==> src/rtl/bsg_fifo_periodic_sched_pkg.sv <==
// ============================================================================
// Module : bsg_fifo_periodic_sched_pkg
// Brief  : Shared helpers for the periodic fast->slow slot scheduler.
// Rev    : 1.0
// ============================================================================
`default_nettype none

package bsg_fifo_periodic_sched_pkg;

   // Index width that never collapses to zero bits for single-element ranges.
   function automatic int safe_clog2(input int n);
      return (n <= 1) ? 1 : $clog2(n);
   endfunction

endpackage

`default_nettype wire

==> src/rtl/bsg_counter_clear_up.sv <==
// ============================================================================
// Module : bsg_counter_clear_up
// Brief  : Up counter with synchronous clear; clear and up together yield 1.
// Rev    : 1.0
// ============================================================================
`default_nettype none

module bsg_counter_clear_up
   import bsg_fifo_periodic_sched_pkg::*;
#(
   parameter int max_val_p  = 1,
   parameter int init_val_p = 0,
   localparam int ptr_width_lp = safe_clog2(max_val_p + 1)
) (
   input  logic                    clk_i,
   input  logic                    reset_i,
   input  logic                    clear_i,
   input  logic                    up_i,
   output logic [ptr_width_lp-1:0] count_o
);

   logic [ptr_width_lp-1:0] r_count;

   always_ff @(posedge clk_i) begin
      if (reset_i)
         r_count <= ptr_width_lp'(init_val_p);
      else
         r_count <= (clear_i ? '0 : r_count) + ptr_width_lp'(up_i);
   end

   assign count_o = r_count;

endmodule

`default_nettype wire

==> src/rtl/bsg_fifo_periodic_sched_rr.sv <==
// ============================================================================
// Module : bsg_fifo_periodic_sched_rr
// Brief  : Combinational round-robin pick starting the scan at ptr_i.
// Rev    : 1.0
// ============================================================================
`default_nettype none

module bsg_fifo_periodic_sched_rr
   import bsg_fifo_periodic_sched_pkg::*;
#(
   parameter int els_p = 4,
   localparam int lg_els_lp = safe_clog2(els_p)
) (
   input  logic [els_p-1:0]     v_i,
   input  logic [lg_els_lp-1:0] ptr_i,
   output logic [lg_els_lp-1:0] grant_id_o,
   output logic                 grant_v_o
);

   // Scan farthest-first so the closest valid requester to ptr_i wins last.
   always_comb begin
      grant_id_o = '0;
      grant_v_o  = 1'b0;
      for (int k = els_p - 1; k >= 0; k--) begin
         if (v_i[(int'(ptr_i) + k) % els_p]) begin
            grant_id_o = lg_els_lp'((int'(ptr_i) + k) % els_p);
            grant_v_o  = 1'b1;
         end
      end
   end

endmodule

`default_nettype wire

==> src/rtl/bsg_fifo_periodic_sched.sv <==
// ============================================================================
// Module : bsg_fifo_periodic_sched
// Brief  : Round-robin scheduler for one fast->slow transfer slot per slow
//          period. Optional macro BSG_FIFO_PERIODIC_SCHED_HOLD_EN keeps a
//          stalled grant fixed until it transfers.
// Rev    : 1.0
// ============================================================================
`default_nettype none

module bsg_fifo_periodic_sched
   import bsg_fifo_periodic_sched_pkg::*;
#(
   parameter int els_p   = 4,
   parameter int width_p = 32,
   parameter int ratio_p = 2,
   localparam int lg_els_lp = safe_clog2(els_p),
   localparam int cnt_w_lp  = safe_clog2(ratio_p)
) (
   input  logic                     clk_i,
   input  logic                     reset_i,
   input  logic [els_p-1:0]         v_i,
   input  logic [els_p*width_p-1:0] data_i,
   output logic [els_p-1:0]         yumi_o,
   output logic                     v_o,
   output logic [width_p-1:0]       data_o,
   input  logic                     ready_and_i,
   output logic                     slot_o,
   output logic [lg_els_lp-1:0]     grant_id_o
);

   logic [cnt_w_lp-1:0]  w_cnt;
   logic                 w_at_max;
   logic                 w_slot;
   logic [lg_els_lp-1:0] r_ptr;
   logic [lg_els_lp-1:0] w_rr_id;
   logic                 w_rr_v;
   logic [lg_els_lp-1:0] w_grant;
   logic                 w_v;
   logic                 w_xfer;

   assign w_at_max = (w_cnt == cnt_w_lp'(ratio_p - 1));

   bsg_counter_clear_up #(
      .max_val_p  (ratio_p - 1),
      .init_val_p (0)
   ) u_phase (
      .clk_i   (clk_i),
      .reset_i (reset_i),
      .clear_i (w_at_max),
      .up_i    (~w_at_max),
      .count_o (w_cnt)
   );

   bsg_fifo_periodic_sched_rr #(
      .els_p (els_p)
   ) u_rr (
      .v_i        (v_i),
      .ptr_i      (r_ptr),
      .grant_id_o (w_rr_id),
      .grant_v_o  (w_rr_v)
   );

   assign w_slot = w_at_max & ~reset_i;
   assign w_v    = w_slot & w_rr_v;
   assign w_xfer = w_v & ready_and_i;

`ifdef BSG_FIFO_PERIODIC_SCHED_HOLD_EN
   logic                 r_hold_v;
   logic [lg_els_lp-1:0] r_hold_id;

   // A stalled offer is pinned so the downstream sees a stable valid/data.
   always_ff @(posedge clk_i) begin
      if (reset_i) begin
         r_hold_v  <= 1'b0;
         r_hold_id <= '0;
      end else if (w_xfer) begin
         r_hold_v  <= 1'b0;
      end else if (w_v) begin
         r_hold_v  <= 1'b1;
         r_hold_id <= w_grant;
      end
   end

   assign w_grant = r_hold_v ? r_hold_id : w_rr_id;
`else
   assign w_grant = w_rr_id;
`endif

   always_ff @(posedge clk_i) begin
      if (reset_i)
         r_ptr <= '0;
      else if (w_xfer)
         r_ptr <= (w_grant == lg_els_lp'(els_p - 1)) ? '0 : w_grant + lg_els_lp'(1);
   end

   assign slot_o     = w_slot;
   assign v_o        = w_v;
   assign data_o     = data_i[int'(w_grant)*width_p +: width_p];
   assign yumi_o     = w_xfer ? (els_p'(1) << w_grant) : '0;
   assign grant_id_o = reset_i ? '0 : w_grant;

endmodule

`default_nettype wire

==> config.mk <==
export PLATFORM = sky130hd
export DESIGN_NAME = bsg_fifo_periodic_sched
export DESIGN_NICKNAME = d
export VERILOG_FILES = /design/src/rtl/bsg_fifo_periodic_sched_pkg.sv /design/src/rtl/bsg_counter_clear_up.sv /design/src/rtl/bsg_fifo_periodic_sched_rr.sv /design/src/rtl/bsg_fifo_periodic_sched.sv
export SDC_FILE = /design/constraint.sdc
export NUM_CORES = 1
export LEC_CHECK = 0
export ABC_AREA = 1
export CORE_ASPECT_RATIO = 0.7
export CORE_MARGIN = 10
export CORE_UTILIZATION = 36
export DETAILED_ROUTE_END_ITERATION = 12
export GPL_TIMING_DRIVEN = 1
export PLACE_DENSITY_LB_ADDON = 0.2
export SYNTH_ARGS = -nofsm -noshare
export SYNTH_HDL_FRONTEND = slang
export SYNTH_SLANG_ARGS = --single-unit
==> constraint.sdc <==
create_clock -name clk_i -period 2.8 [get_ports clk_i]
set_clock_uncertainty 0.05 [all_clocks]
set_input_delay 0.42 -clock clk_i [delete_from_list [all_inputs] [get_ports clk_i]]
set_output_delay 0.42 -clock clk_i [all_outputs]
set_load 0.005 [all_outputs]
==> metrics.md <==
| Metric | Value |
|---|---|
| Status | `complete, but fails checks` |
| Failing checks | `setup timing` |
| Gr usage total | `about a fifth` |
| Worst setup path class | `input pin to output port` |
| Avg WL per Cell | `~15 um` |
| Grt total ovfl | `0` |
| CP endpoint kind | `output port` |
| Vias in the first global route | `2987` |
| Clk buf depth | `2` |
| Fin. Hold Viols | `0` |
| Crit-path max FO | `14` |
| Placed cells | `just under 700` |
| Syn Inst Count | `between 400 and 500` |
| Num CTS Buffers | `3` |
| Initial antenna violation count | `0` |
| Actual slew at the worst max-slew pin | `0.2862 ns` |
| Commonest cells after routing, fill and taps aside | `141 x clkdlybuf4s50_1, 138 x inv_1, 132 x nand3_1` |
| Commonest non-fill, non-tap cell in the layout | `clkdlybuf4s50_1` |
| Critical Path RT | `around 2.3 ns` |
| Initial DRC count | `180` |
| Top achievable clock speed | `about 0.33 GHz` |
| Met3 Resource Use GR | `between 7 and 8%` |
| Post-synthesis average cell area | `roughly 4.5 um^2` |
| Drt drc | `0` |
| Crit start category | `input pin` |
| Largest net degree at the start of global routing | `28` |
| Sequential area share after synthesis | `under 10%` |
| Port bufs | `174` |
| Setup WS post-layout | `-0.2340 ns` |
| ANT cells | `0` |
| NumNets Final | `769` |
| Row cnt | `22` |
| Pleak | `around 0.0026 uW` |
| First-pass GRT wire length | `roughly 15000 um` |
| RD Place Congestion | `~0.9` |
| Power, Total | `~1200 uW` |
| Post-Syn Nets | `around 590` |
| Clk_lat worst skew | `around 0.21 ns` |
| Library cells used by synthesis | `18` |
| Detailed Place HPWL | `around 8000 um` |
| Slew HR | `about four fifths` |
| Worst vdd ir | `161.0 uV` |
| Die Height | `between 80 and 90 um` |
| Vias per inst | `between 4 and 5` |
| Period utilization | `108.4%` |
| ANT nets after route | `0` |
| #FFs+latches synth | `3` |
| Non-Filler Instances | `about 700` |
| CTS tree | `yes` |
| Fin. max-slew vios | `0` |
| GR Util met1 | `between 20 and 25%` |
| CORE AREA | `about 0.0054 mm^2` |
| GRT busiest layer | `met2` |
| Endpoints failing setup | `17` |
| Sink Count | `3` |
| Setup TNS | `-2.118 ns` |
| Clock input transition at the sequential cells of the worst setup and hold paths | `approximately 0.030 ns` |
| GR Util met2 | `around 33%` |
| Hold-fix buffers, CTS | `0` |
| Tmin final | `between 3 and 4 ns` |
| Drt pass-1 iters | `4` |
| Ratio of cells with drive above 1 in the final layout | `roughly a tenth` |
| Crit path DAT | `2.56 ns` |
| Vias | `about 3300` |
| Final core utilization | `about 80%` |
| Synth warn | `0` |
| Unrepaired setup endpoints after global routing | `true` |
| Die W | `110.2 um` |
| H-Tree Depth | `1` |
| Area growth syn-to-layout | `110.2%` |
| Initial Util | `between 30% and 40%` |
| Final wirelength | `approximately 11000 um` |
| I/O Pins | `about 180` |
| Root buffer cell | `clkbuf_8` |
| Power Dens Cells | `between 200 and 300 mW/mm^2` |
| Hold Crit Class | `flop to flop` |
| Synthesized cell area | `just over 0.002 mm^2` |
| Post-place setup slack | `-0.2540 ns` |
| Maxcap violations | `0` |
| Die area | `about 0.0092 mm^2` |
[state kept, by name, summed over array words and instances (netlist names)]
name,flops
u_phase.count_o,1
r_ptr,2
[layer usage]
layer | wire length, um | up-vias
li1 | - | 1694
met1 | 4197 | 1461
met2 | 4978 | 152
met3 | 1342 | 7
met4 | 93 | 0
met5 | 0 | -
[synthesized netlist by cell type]
cell type    n  area share (%)
a21boi_2     1            0.55
a21oi_1      2            0.49
buf_2       15             3.7
buf_4        6             2.2
buf_6        6             3.3
clkbuf_1     1            0.18
dfxtp_1      3             2.9
ha_1         1            0.61
inv_1      140              26
inv_2        2            0.37
nand2_1    120              22
nand2_2      3            0.91
nand3_1    136              33
nand3_2      2            0.98
nor2_1      11             2.0
o21ai_1      1            0.24
o21ai_2      1            0.43
xnor2_1      1            0.43
[where the power goes]
group / switching, uW / internal (uW) / total (uW)
combinational: 453 / 598 / 1050
sequential: 3.82 / 45.6 / 49.4
clock: 28.9 / 97.2 / 126
[metrics by stage]
step / hold WS (ns) / area [um^2]
2_1_floorplan: 0.3350 / 2052
3_3_place_gp: 0.3460 / 3855
3_5_place_dp: 0.3881 / 3855
4_1_cts: 0.3994 / 3999
5_1_grt: 0.3976 / 4313
6_report: 0.3934 / 4313
[layout make-up]
type,instances,area (um^2)
clock buffers,4,45.04
fillers,404,1055
inverters,142,533.0
flip-flops and latches,3,62.56
repair buffers,204,2181
well taps,72,90.09
multi-input cells,279,1401
[cells by family after synthesis]
logic type / synth area share, %
AND/OR/NAND/NOR: 59.02
buffers and inverters: 35.30
flip-flops: 2.927
AO/OA/AOI/OAI: 1.707
adder cells (fa/ha/maj): 0.6097
XOR/XNOR: 0.4269
[path summary, 6_finish.rpt]
kind                         from              end  slack [ns]  cells after the start
hold / removal    u_phase.count_o  u_phase.count_o        0.39                      1
hold reg to reg   u_phase.count_o  u_phase.count_o        0.39                      1
setup / recovery           v_i[3]       data_o[16]       -0.23                     14
setup reg to reg         r_ptr[0]         r_ptr[1]        0.81                     10
[repair_timing]
action                                  4_1_cts  5_1_grt
buffers inserted                              0        6
endpoints found under the setup margin       38       37
pin swaps                                     0        8
gates resized for setup                      24       67
gates cloned                                  1        3
[worst max-delay path, cell delays in order]
cell and delay, ns:
clkdlybuf4s50_1 0.42, inv_2 0.10, nand2_2 0.10, nand3_1 0.15, nand2_1 0.09, inv_2 0.11
nand2_4 0.07, nand2_8 0.10, nand2_8 0.11, buf_12 0.17, nand2_1 0.05, nand3_1 0.07
nand2_1 0.07, clkdlybuf4s50_1 0.52
Note: power is estimated with default switching activity, not from simulation.
